### src/rtl/noise_filter.sv
// Salt/pepper impulse filter: captures a packed 5x5 window, classifies the centre pixel and
// replaces a noisy centre with the floor-mean of its strictly in-range neighbours.
module noise_filter #(
   parameter int DATA_WIDTH = 8,
   parameter int ADDR_WIDTH = 8,
   parameter int WINDOW_N   = 2,
   parameter int SUM_WIDTH  = 13
) (
   input  logic                                           clk,
   input  logic                                           rst,
   input  logic [(2*WINDOW_N+1)*(2*WINDOW_N+1)*DATA_WIDTH-1:0] pack_w,
   input  logic                                           windowF,
   input  logic [ADDR_WIDTH-1:0]                          addrC,
   output logic [DATA_WIDTH-1:0]                          dataOut,
   output logic [ADDR_WIDTH-1:0]                          addrOut,
   output logic                                           outValid,
   output logic                                           noisy,
   output logic                                           busy,
   output logic                                           overrun
);

   localparam int WINDOW_W = 2*WINDOW_N + 1;
   localparam int WINDOW_S = WINDOW_W * WINDOW_W;
   localparam int CENTRE   = WINDOW_S / 2;
   localparam int CNT_W    = $clog2(WINDOW_S + 1);
   localparam int IDX_W    = $clog2(WINDOW_S + SUM_WIDTH + 1);

   typedef enum logic [2:0] {IDLE, SCAN, CLASS, ACCUM, DIV, DONE} state_t;

   state_t state, state_nxt;

   logic                            windowF_d;
   logic                            capture;
   logic [WINDOW_S*DATA_WIDTH-1:0]  pack_r;
   logic [ADDR_WIDTH-1:0]           addr_r;
   logic [IDX_W-1:0]                idx;
   logic [DATA_WIDTH-1:0]           mn, mx, result_r;
   logic                            noisy_r;
   logic [SUM_WIDTH-1:0]            sum_r;
   logic [CNT_W-1:0]                cnt_r;
   logic [CNT_W-1:0]                rem_r;

   logic [DATA_WIDTH-1:0]           pix, centre, avg;
   logic                            last_pix, last_div, noisy_c, good;
   logic [CNT_W:0]                  rem_sh;
   logic                            ge;
   logic [CNT_W-1:0]                rem_nxt;
   logic [SUM_WIDTH-1:0]            quo_nxt;

   assign capture = windowF & ~windowF_d;

   // Per-cycle datapath terms: pixel under the scan index, classification and one divide step.
   // NOTE: every always_comb output gets a default first so no path leaves it unassigned (no latch).
   always_comb begin
      pix      = pack_r[idx*DATA_WIDTH +: DATA_WIDTH];
      centre   = pack_r[CENTRE*DATA_WIDTH +: DATA_WIDTH];
      last_pix = (idx == IDX_W'(WINDOW_S - 1));
      last_div = (idx == IDX_W'(SUM_WIDTH - 1));
      noisy_c  = ((centre == mn) || (centre == mx)) && (mn != mx);
      good     = (pix > mn) && (pix < mx);
      avg      = DATA_WIDTH'(({1'b0, mn} + {1'b0, mx}) >> 1);
      rem_sh   = {rem_r, sum_r[SUM_WIDTH-1]};
      ge       = (rem_sh >= {1'b0, cnt_r});
      rem_nxt  = ge ? CNT_W'(rem_sh - {1'b0, cnt_r}) : rem_sh[CNT_W-1:0];
      quo_nxt  = {sum_r[SUM_WIDTH-2:0], ge};
   end

   // NOTE: state and all datapath registers update with non-blocking assignments only.
   always_ff @(posedge clk or posedge rst) begin
      if (rst) state <= IDLE;
      else     state <= state_nxt;
   end

   always_comb begin
      state_nxt = state;
      case (state)
         IDLE:    if (capture) state_nxt = SCAN;
         SCAN:    if (last_pix) state_nxt = CLASS;
         CLASS:   state_nxt = noisy_c ? ACCUM : DONE;
         ACCUM:   if (last_pix) state_nxt = DIV;
         DIV:     if ((cnt_r == '0) || last_div) state_nxt = DONE;
         DONE:    state_nxt = IDLE;
         default: state_nxt = IDLE;
      endcase
   end

   // NOTE: the window store is ordinary flops, so it is reset along with everything else.
   always_ff @(posedge clk or posedge rst) begin
      if (rst) begin
         windowF_d <= 1'b0;
         pack_r    <= '0;
         addr_r    <= '0;
         idx       <= '0;
         mn        <= '0;
         mx        <= '0;
         result_r  <= '0;
         noisy_r   <= 1'b0;
         sum_r     <= '0;
         cnt_r     <= '0;
         rem_r     <= '0;
         dataOut   <= '0;
         addrOut   <= '0;
         outValid  <= 1'b0;
         noisy     <= 1'b0;
         busy      <= 1'b0;
         overrun   <= 1'b0;
      end else begin
         windowF_d <= windowF;
         outValid  <= (state == DONE);
         if (capture && (state != IDLE)) overrun <= 1'b1;

         case (state)
            IDLE: begin
               if (capture) begin
                  pack_r <= pack_w;
                  addr_r <= addrC;
                  idx    <= '0;
                  mn     <= '1;
                  mx     <= '0;
                  busy   <= 1'b1;
               end else begin
                  busy   <= 1'b0;
               end
            end
            SCAN: begin
               if (pix < mn) mn <= pix;
               if (pix > mx) mx <= pix;
               idx <= last_pix ? '0 : idx + IDX_W'(1);
            end
            CLASS: begin
               noisy_r  <= noisy_c;
               result_r <= centre;
               sum_r    <= '0;
               cnt_r    <= '0;
               rem_r    <= '0;
               idx      <= '0;
            end
            ACCUM: begin
               if (good) begin
                  sum_r <= sum_r + SUM_WIDTH'(pix);
                  cnt_r <= cnt_r + CNT_W'(1);
               end
               idx <= last_pix ? '0 : idx + IDX_W'(1);
            end
            DIV: begin
               // sum_r doubles as the shifting dividend/quotient register of the restoring divider
               if (cnt_r == '0) begin
                  result_r <= avg;
               end else begin
                  sum_r <= quo_nxt;
                  rem_r <= rem_nxt;
                  idx   <= idx + IDX_W'(1);
                  if (last_div) result_r <= quo_nxt[DATA_WIDTH-1:0];
               end
            end
            DONE: begin
               dataOut <= result_r;
               addrOut <= addr_r;
               noisy   <= noisy_r;
            end
            default: ;
         endcase
      end
   end

endmodule

### config.mk
export PLATFORM = sky130hd
export DESIGN_NAME = noise_filter
export DESIGN_NICKNAME = d
export VERILOG_FILES = /design/src/rtl/noise_filter.sv
export SDC_FILE = /design/constraint.sdc
export NUM_CORES = 1
export LEC_CHECK = 0
export CAP_MARGIN = 10
export CORE_MARGIN = 2
export CORE_UTILIZATION = 50
export CTS_BUF_LIST = sky130_fd_sc_hd__clkbuf_4 sky130_fd_sc_hd__clkbuf_8
export CTS_CLUSTER_DIAMETER = 100
export DETAILED_ROUTE_END_ITERATION = 16
export PLACE_DENSITY = 0.73
export RECOVER_POWER = 50
export SLEW_MARGIN = 15
export SYNTH_ARGS = -nofsm -noshare
export SYNTH_HDL_FRONTEND = slang
export SYNTH_SLANG_ARGS = --single-unit
### constraint.sdc
create_clock -name clk -period 13.45 [get_ports clk]
set_input_delay 2.69 -clock clk [delete_from_list [all_inputs] [get_ports clk]]
set_output_delay 2.69 -clock clk [all_outputs]
set_load 0.01 [all_outputs]
==> flow_summary.yaml <==
critical_path:
  path_max_fanout: 48
  crit_family: "buffers and inverters"
  critical_path_class: "register to register"
  cp.arrival_ns: 8.42
  worst_setup_path_start_kind: "register"
  crit_required_ns: 13.95
  path_cells: "clkbuf_1 -> mux4_2 -> mux2i_1 -> o21ai_0 -> mux2i_1 -> nor2_1 -> ha_1 -> and3_1 -> and3_1 -> a21boi_0 -> a221oi_2 -> nor4_4 -> nor3_2 -> buf_4 -> a221oi_1 -> a21oi_1"
  cp_num_buf_inv: 2
  cp_slowest_cell: "clkbuf_1"
  end_kind: "register"
  crit_path_max_incr_delay_ns: 2.83
route:
  num_vias: 11800
  drcViolationCount: 0
  drtIter0Drc: 799
  wire_per_inst_um: 17.0
  ant_nets: 0
  first_pass_iters: 5
  routed_wl_um: 37600
  routed_via_density: 5.34
sta:
  final.setup.tns_ns: 0
  finClkSkew_ns: 0.0461
  rsz0062_at_grt: "false"
  fin_crit_sh_pct: 58.8
  slew_headroom_pct: -349
  hold_violations: 0
  hold_ws_ns: 0.448
  drv_slew: 247
  max_freq_mhz: 126
  setup_viol: 0
  min_period_ns: 7.91
  tightest_slew_ns: 6.70
cells_and_area:
  final_common_cell: "nand2_1"
  syn_to_final_growth_pct: 25.0
  finalInstanceArea_um2: 18000
  regArea_um2: 7160
  nNetsFinal: 2034
  fillers: 2339
  mostFrequentLayoutCells: "nand2_1 (734), dfrtp_1 (285), clkdlybuf4s50_1 (208), clkbuf_8 (61), mux4_2 (52)"
  multi_input_area_um2: 6730
  drive_gt1_share_pct: 9.35
clocking:
  postCtsHoldBufs: 0
  clock_path_buffers: 3
  clkLatencyLatePin_ns: 0.59
  clk_pin_slew_ns: 0.06
  cts_setup_buffers: 0
  cts_buffers: 48
  cts.repair.resized: 0
  cts_sinks: 286
  cts_max_level: 2
  root_buffer: "clkbuf_8"
  cts_tree: "yes"
floorplanning:
  die_area_um2: 30100
  start_util_pct: 50.5
  num_rows: 62
  dieHeight_um: 174
  io_pins: 231
  core_um2: 28500
  die_w_um: 174
pwr:
  power_w: 0.00375
  power_leakage_nw: 8.70
  ir_drop_uv: 97.5
  pwr_density_cell_nw_per_um2: 208
global_routing:
  overflow: 0
  grt_pass1_vias: 12100
  track_usage_pct: 25.5
  antenna_found_initial: 5
  grt_pass1_wl_um: 61500
  grt_max_degree: 151
placed_design:
  dpl-instance-area_um2: 16900
  dpl.hpwl_um: 26100
  place_congestion: 0.866
  portBuffers: 230
synth:
  seq_area_frac_synth_pct: 49.8
  ys_async_sr_fraction_pct: 100
  yosys_warnings: 0
  synthTopCellsByArea: "dfrtp_1 (50%), nand2_1 (19%), mux4_2 (8.1%)"
  synth_area_um2: 14400
  synth_largest_area_cell: "dfrtp_1"
  synth_cells: 1577
  synth_nets: 1829
  netlist-cell-type-count: 61
  ys_seq_elements: 286
  synthFlopType: "dfrtp_1"
  synth_edf_count: 0
  avgSynthCellArea_um2: 9.12
  synth_top_area_share_pct: 49.8
job:
  drv_cap: 3
run_status:
  status: "complete, but fails checks"
  violations: "capacitance limit, slew limit"
worst_hold_path:
  hold_class: "register to register"
## cell type report
cell class	count	area share (%)
clock inverters	8	0.473
repair buffers	243	13.3
inverters	42	0.884
well taps	384	2.67
multi-input cells	1161	37.4
clock buffers	78	5.38
flip-flops and latches	286	39.8
diodes	1	0.0139
## through the flow
step           setup WS (ns)  cells  utilization (%)
5_1_grt                 4.57   2202             63.1
2_1_floorplan           2.87   1577                -
4_1_cts                 7.94   2202             63.2
3_3_place_gp            7.51   2116             59.5
3_5_place_dp            7.41   2116             59.5
6_report                5.54   2203             63.1
## where the power goes
| part | internal (W) | switching, W | total (W) | leakage (nW) |
|---|---|---|---|---|
| Combinational | 0.000669 | 0.000784 | 0.00145 | 4.52 |
| Clock | 0.000476 | 0.000357 | 0.000833 | 0.560 |
| Sequential | 0.00122 | 0.000241 | 0.00146 | 3.62 |
| Total | 0.00237 | 0.00138 | 0.00375 | 8.70 |
## layer usage
metal | wire length [um] | up-vias | track usage [%]
met5 | 50 | - | 0
met3 | 2560 | 96 | 5.83
met2 | 17600 | 367 | 40.7
li1 | - | 5600 | -
met4 | 1430 | 8 | 10.1
met1 | 15900 | 5691 | 34.0
## flip-flops by register name, summed over array words and instances (netlist names), 6 cells and up
| signal | flops |
|---|---|
| mx | 8 |
| mn | 8 |
| addrOut | 8 |
| dataOut | 8 |
| sum_r | 13 |
| pack_r | 200 |
| result_r | 8 |
| addr_r | 8 |
| idx | 6 |
## cells by family after synthesis
family | count (synthesis) | synth area share [%]
AOI/OAI and AO/OA | 141 | 6.19
xor gates and xnor gates | 36 | 2.19
adders and majority gates | 43 | 3.86
buffers and inverters | 130 | 3.54
DFF | 286 | 49.8
muxes | 87 | 10.6
and+or+nand+nor | 854 | 23.8
## worst paths after layout
path | startpoint | to | slack [ns] | cells past startpoint
worst max-delay path | idx[0] | sum_r[7] | 5.54 | 16
worst min-delay path | overrun | overrun | 0.45 | 1
worst max register to register | idx[0] | sum_r[7] | 5.54 | 16
worst min register to register | overrun | overrun | 0.45 | 1
max in group asynchronous | rst | idx[1] | 5.65 | 3
min in group asynchronous | rst | pack_r[5] | 4.70 | 2
## Yosys cell counts (3+ instances only)
| cell | count |
|---|---|
| nand2_1 | 734 |
| dfrtp_1 | 286 |
| clkbuf_1 | 74 |
| mux4_2 | 52 |
| o21ai_0 | 48 |
| nor2_1 | 44 |
| inv_1 | 41 |
| ha_1 | 38 |
| a21oi_1 | 33 |
| mux2i_1 | 28 |
| xnor2_1 | 27 |
| nand3_1 | 15 |
| a21o_1 | 9 |
| nand4_1 | 9 |
| o31ai_1 | 9 |
| xor2_1 | 9 |
| and3_1 | 8 |
| buf_1 | 8 |
| nor3_1 | 8 |
| mux2_2 | 7 |
| or3_1 | 7 |
| nand2b_1 | 6 |
| a22oi_1 | 5 |
| a31oi_1 | 4 |
| nor3b_1 | 4 |
| o211ai_1 | 4 |
| o22ai_1 | 4 |
| a221oi_1 | 3 |
| and2_1 | 3 |
| buf_4 | 3 |
| fa_1 | 3 |
| nor2b_1 | 3 |
| nor4_1 | 3 |
| o311ai_0 | 3 |
## worst register-to-register path: stages, from the launching register on
cell and delay (ns):
dfrtp_1 0.69, clkbuf_1 2.83, mux4_2 0.73, mux2i_1 0.10
o21ai_0 0.36, mux2i_1 0.13, nor2_1 0.46, ha_1 0.36
and3_1 0.20, and3_1 0.20, a21boi_0 0.14, a221oi_2 0.44
nor4_4 0.15, nor3_2 0.49, buf_4 0.31, a221oi_1 0.07
a21oi_1 0.17
No activity file was read; power rests on OpenSTA's default activity.
